[src/rtl/inst_itf_demux_n.sv]
// N-channel instruction-fetch demultiplexer: address-range decode, one outstanding
// fetch, error response for unmapped addresses and timeout abort of hung targets.
module inst_itf_demux_n #(
    parameter int unsigned                NUM_CH  = 3,
    parameter int unsigned                ADDR_W  = 32,
    parameter int unsigned                DATA_W  = 32,
    parameter logic [NUM_CH*ADDR_W-1:0]   CH_BASE = {32'h8000_0000, 32'h0001_0000, 32'h0000_0000},
    parameter logic [NUM_CH*ADDR_W-1:0]   CH_END  = {32'h8000_FFFF, 32'h0001_FFFF, 32'h0000_0FFF},
    parameter int unsigned                TIMEOUT = 256
) (
    input  logic                     clk_i,
    input  logic                     rst_ni,
    input  logic                     inst_core_req_i,
    input  logic [ADDR_W-1:0]        inst_core_addr_i,
    output logic                     inst_core_ack_o,
    output logic [DATA_W-1:0]        inst_core_data_o,
    output logic                     inst_core_error_o,
    output logic [NUM_CH-1:0]        ch_req_o,
    output logic [ADDR_W-1:0]        ch_addr_o,
    input  logic [NUM_CH-1:0]        ch_ack_i,
    input  logic [NUM_CH-1:0]        ch_error_i,
    input  logic [NUM_CH*DATA_W-1:0] ch_data_i,
    output logic                     busy_o,
    output logic                     timeout_o
);

    localparam int unsigned SEL_W = (NUM_CH > 1) ? $clog2(NUM_CH) : 1;
    localparam int unsigned CNT_W = (TIMEOUT > 1) ? $clog2(TIMEOUT) : 1;

    typedef enum logic [1:0] {
        S_IDLE,
        S_BUSY,
        S_RESP
    } state_t;

    state_t              state_q, state_d;
    logic [SEL_W-1:0]    sel_q, sel_d;
    logic [ADDR_W-1:0]   addr_q, addr_d;
    logic [CNT_W-1:0]    cnt_q, cnt_d;
    logic [NUM_CH-1:0]   req_q, req_d;
    logic                ack_q, ack_d;
    logic [DATA_W-1:0]   data_q, data_d;
    logic                err_q, err_d;
    logic                to_q, to_d;

    logic                hit;
    logic [SEL_W-1:0]    hit_idx;

    // Ascending scan that keeps the first hit gives lowest-index priority on overlap.
    always_comb begin
        hit     = 1'b0;
        hit_idx = '0;
        for (int unsigned i = 0; i < NUM_CH; i++) begin
            if (!hit &&
                inst_core_addr_i >= CH_BASE[i*ADDR_W +: ADDR_W] &&
                inst_core_addr_i <= CH_END[i*ADDR_W +: ADDR_W]) begin
                hit     = 1'b1;
                hit_idx = SEL_W'(i);
            end
        end
    end

    always_comb begin
        state_d = state_q;
        sel_d   = sel_q;
        addr_d  = addr_q;
        cnt_d   = cnt_q;
        req_d   = req_q;
        ack_d   = 1'b0;
        data_d  = '0;
        err_d   = 1'b0;
        to_d    = 1'b0;
        case (state_q)
            S_IDLE: begin
                if (inst_core_req_i) begin
                    if (hit) begin
                        addr_d  = inst_core_addr_i;
                        sel_d   = hit_idx;
                        req_d   = NUM_CH'(1) << hit_idx;
                        cnt_d   = '0;
                        state_d = S_BUSY;
                    end else begin
                        ack_d   = 1'b1;
                        err_d   = 1'b1;
                        state_d = S_RESP;
                    end
                end
            end
            S_BUSY: begin
                // Ack is tested first so it wins over a coincident timeout expiry.
                if (ch_ack_i[sel_q]) begin
                    ack_d   = 1'b1;
                    data_d  = ch_data_i[sel_q*DATA_W +: DATA_W];
                    err_d   = ch_error_i[sel_q];
                    req_d   = '0;
                    state_d = S_RESP;
                end else if (TIMEOUT != 0 && cnt_q == CNT_W'(TIMEOUT - 1)) begin
                    ack_d   = 1'b1;
                    err_d   = 1'b1;
                    to_d    = 1'b1;
                    req_d   = '0;
                    state_d = S_RESP;
                end else if (TIMEOUT != 0) begin
                    cnt_d = cnt_q + 1'b1;
                end
            end
            S_RESP: begin
                state_d = S_IDLE;
            end
            default: begin
                req_d   = '0;
                state_d = S_IDLE;
            end
        endcase
    end

    always_ff @(posedge clk_i or negedge rst_ni) begin
        if (!rst_ni) begin
            state_q <= S_IDLE;
            sel_q   <= '0;
            addr_q  <= '0;
            cnt_q   <= '0;
            req_q   <= '0;
            ack_q   <= 1'b0;
            data_q  <= '0;
            err_q   <= 1'b0;
            to_q    <= 1'b0;
        end else begin
            state_q <= state_d;
            sel_q   <= sel_d;
            addr_q  <= addr_d;
            cnt_q   <= cnt_d;
            req_q   <= req_d;
            ack_q   <= ack_d;
            data_q  <= data_d;
            err_q   <= err_d;
            to_q    <= to_d;
        end
    end

    assign inst_core_ack_o   = ack_q;
    assign inst_core_data_o  = data_q;
    assign inst_core_error_o = err_q;
    assign ch_req_o          = req_q;
    assign ch_addr_o         = addr_q;
    assign busy_o            = (state_q != S_IDLE);
    assign timeout_o         = to_q;

endmodule
[config.mk]
export PLATFORM = sky130hd
export DESIGN_NAME = inst_itf_demux_n
export DESIGN_NICKNAME = d
export VERILOG_FILES = /design/src/rtl/inst_itf_demux_n.sv
export SDC_FILE = /design/constraint.sdc
export NUM_CORES = 1
export LEC_CHECK = 0
export CORE_UTILIZATION = 42
export CTS_BUF_LIST = sky130_fd_sc_hd__clkbuf_2
export DETAILED_ROUTE_END_ITERATION = 12
export PLACE_DENSITY = 0.95
export SYNTH_ARGS = -nofsm -noshare
export SYNTH_HDL_FRONTEND = slang
export SYNTH_SLANG_ARGS = --single-unit
[constraint.sdc]
create_clock -name clk_i -period 2.9 [get_ports clk_i]
set_input_delay 0.58 -clock clk_i [delete_from_list [all_inputs] [get_ports clk_i]]
set_output_delay 0.58 -clock clk_i [all_outputs]
set_load 0.02 [all_outputs]
==> flow_summary.json <==
{
  "hold_violations": 0,
  "io_buffers": 207,
  "yosysTopAreaCell": "dfrtp_1",
  "synth_area_leaders": "dfrtp_1 55%, mux2i_1 9.4%, nor2_1 7.6%, mux2_4 4.8%, a21oi_1 4.7%",
  "critPathMaxFanout": 8,
  "fmax_ghz": 0.414,
  "fp.dieH_um": 96.1,
  "yosysWarnings": 0,
  "drt-vias-per-instance": 5.03,
  "overflow": 0,
  "io_pins": 208,
  "crit_path_max_incr_delay_ns": 0.53,
  "drive_above_1_share_pct": 9.95,
  "grt_pass1_vias": 3661,
  "total_power_w": 0.00206,
  "grt_pass1_wl_mm": 16.9,
  "crit_type": "reg -> out",
  "cp_num_buf_inv": 1,
  "crit_path_start_kind": "flip-flop",
  "cts_sinks": 82,
  "synthFlopType": "dfrtp_1",
  "path_depth": 2,
  "dieArea_um2": 9240,
  "cp_data_arrival_time_ns": 1.84,
  "rsz0062_at_grt": "no",
  "timing.final.crit_share_pct": 83.3,
  "grt.total_usage_pct": 24.5,
  "drtIter0Drc": 76,
  "critical_path.slowest_cell": "clkdlybuf4s50_1",
  "h-tree-depth": 3,
  "report.final.setup_viol": 0,
  "drc_errors": 0,
  "netlist_instances": 338,
  "dpl.hpwl_mm": 8.57,
  "routed_wirelength_mm": 10.8,
  "hold_buffers": 0,
  "clk_latency_ns": 0.51,
  "postCtsSetupBuffers": 0,
  "cts.path.max_buffers": 2,
  "fp-row-count": 33,
  "relSlewSlack_pct": 54.5,
  "final_cell_mix": "206 x clkdlybuf4s50_1, 81 x dfrtp_1, 75 x nor2_1",
  "p_leak_nw": 2.69,
  "ff2ff_path_depth": 5,
  "antenna_found_initial": 0,
  "area_delta_synth_final_pct": 61.9,
  "ir_worst_vdd_mv": 0.239,
  "multi_input_area_um2": 1570,
  "p_per_area_nw_per_um2": 341,
  "hp-class": "in -> async",
  "avgSynthCellArea_um2": 11.0,
  "critPathCaptureType": "primary output",
  "grt_max_degree": 56,
  "synthArstFlopShare_pct": 100,
  "cts_tree": "built",
  "path_cells": "or2_2 > clkdlybuf4s50_1",
  "status": "finished clean",
  "worstMarginPinSlew_ns": 0.682,
  "clk_pin_slew_worst_paths_ns": 0.23,
  "drtPass1Iterations": 6,
  "start_util_pct": 44.4,
  "cts-buffers-inserted": 9,
  "cpLargestDelayFamily": "buffers and inverters",
  "ys_seq_elements": 82,
  "wl_per_cell_um": 16.4,
  "max_cap_violations": 0,
  "synth_edf_count": 0,
  "final_common_cell": "clkdlybuf4s50_1",
  "slew_violations": 0,
  "synthesis.area_um2": 3720,
  "setup-tns-final_ns": 0,
  "dr_total_vias": 3309,
  "cts-root-buf": "clkbuf_2",
  "yosysUniqueCellTypes": 40,
  "fin_nets": 686,
  "cts_resized": 0,
  "gp_congestion": 0.882,
  "synth.top_cell.area_share_pct": 55.1,
  "core_area_um2": 8380,
  "ant_nets": 0,
  "ys_seq_area_share_pct": 55.1,
  "crit_required_ns": 2.32,
  "fp.dieW_um": 96.1,
  "num_antenna_cells": 0,
  "min_period_ns": 2.42,
  "fillers": 595,
  "regArea_um2": 2050,
  "skew_ns": 0.0204,
  "syn-num-nets": 476
}
worst register-to-register path, cell delays in order, from the launching register on:
cell	delay, ns
dfrtp_2	0.73
mux2i_1	0.31
o2bb2ai_1	0.18
nor3_1	0.45
nor2_1	0.13
mux2_2	0.28
through the flow:
step                cells  hold WS, ns  worst slack, ns  util, %  cell area (um^2)
floorplan             338        0.284            0.621        -              3720
global placement      642        0.463            0.224     70.5              5910
detailed placement    642        0.471            0.139     70.5              5910
CTS                   658       0.0650            0.453     71.9              6030
global route          658       0.0589            0.377     71.9              6030
finish                658       0.0548            0.484     71.9              6030
registers in the layout, summed over array words and instances (netlist names):
register           count
cnt_q                  8
inst_core_data_o      32
inst_core_error_o      1
state_q                2
ch_req_o               3
timeout_o              1
sel_q                  2
ch_addr_o             32
inst_core_ack_o        1
final timing paths:
check / from / to / slack, ns
worst min register to register: ch_addr_o[16] / ch_addr_o[16] / 0.51
worst min-delay path: rst_ni / inst_core_data_o[9] / 0.05
min in group clk_i: ch_addr_o[16] / ch_addr_o[16] / 0.51
max in group asynchronous: rst_ni / inst_core_data_o[12] / 2.13
worst max-delay path: state_q[1] / busy_o / 0.48
worst max register to register: sel_q[1] / cnt_q[0] / 0.72
layout make-up:
class / count / area share, %
clock buffers: 9 / 0.747
clock inverters: 7 / 1.29
inverters: 1 / 0.0623
multi-input cells: 236 / 26.0
flip-flops and latches: 82 / 34.1
well taps: 105 / 2.18
repair buffers: 218 / 35.7
logic make-up (layout without fill, tap and decap cells):
kind of cell,Yosys count,count (layout),synth area share [%]
mux,53,53,16.1
simple gates,123,123,15.9
buf+inv,20,235,2.89
compound gates,53,53,8.27
flops,82,82,55.1
xor+xnor,6,6,1.41
fa+ha+maj,1,1,0.336
Yosys cell counts (3+ instances only):
library cell	n
mux2i_1	35
xor2_1	4
mux2_2	6
mux2_4	12
buf_1	5
nand2_1	7
nor4_2	3
a22o_1	3
and3_1	4
o21ai_0	5
dfrtp_1	82
a21oi_1	35
and2_1	14
nor2b_1	4
nor2_1	75
a21o_1	3
clkbuf_1	10
power breakdown:
| group | total [W] | switching (W) | internal [W] |
|---|---|---|---|
| clock network | 0.000614 | 0.000409 | 0.000205 |
| logic | 0.000288 | 0.0000919 | 0.000196 |
| registers | 0.00116 | 0.00000426 | 0.00115 |
layer usage:
layer	global-route usage, %	vias up	routed length [um]	share of wire, %
met5	0	-	0	0
met4	12.7	0	423	3.9
met3	5.13	34	571	5.3
met2	44.9	142	5810	54
met1	26.4	1566	3980	37
li1	-	1567	-	-
(Power assumes the default switching activity.)
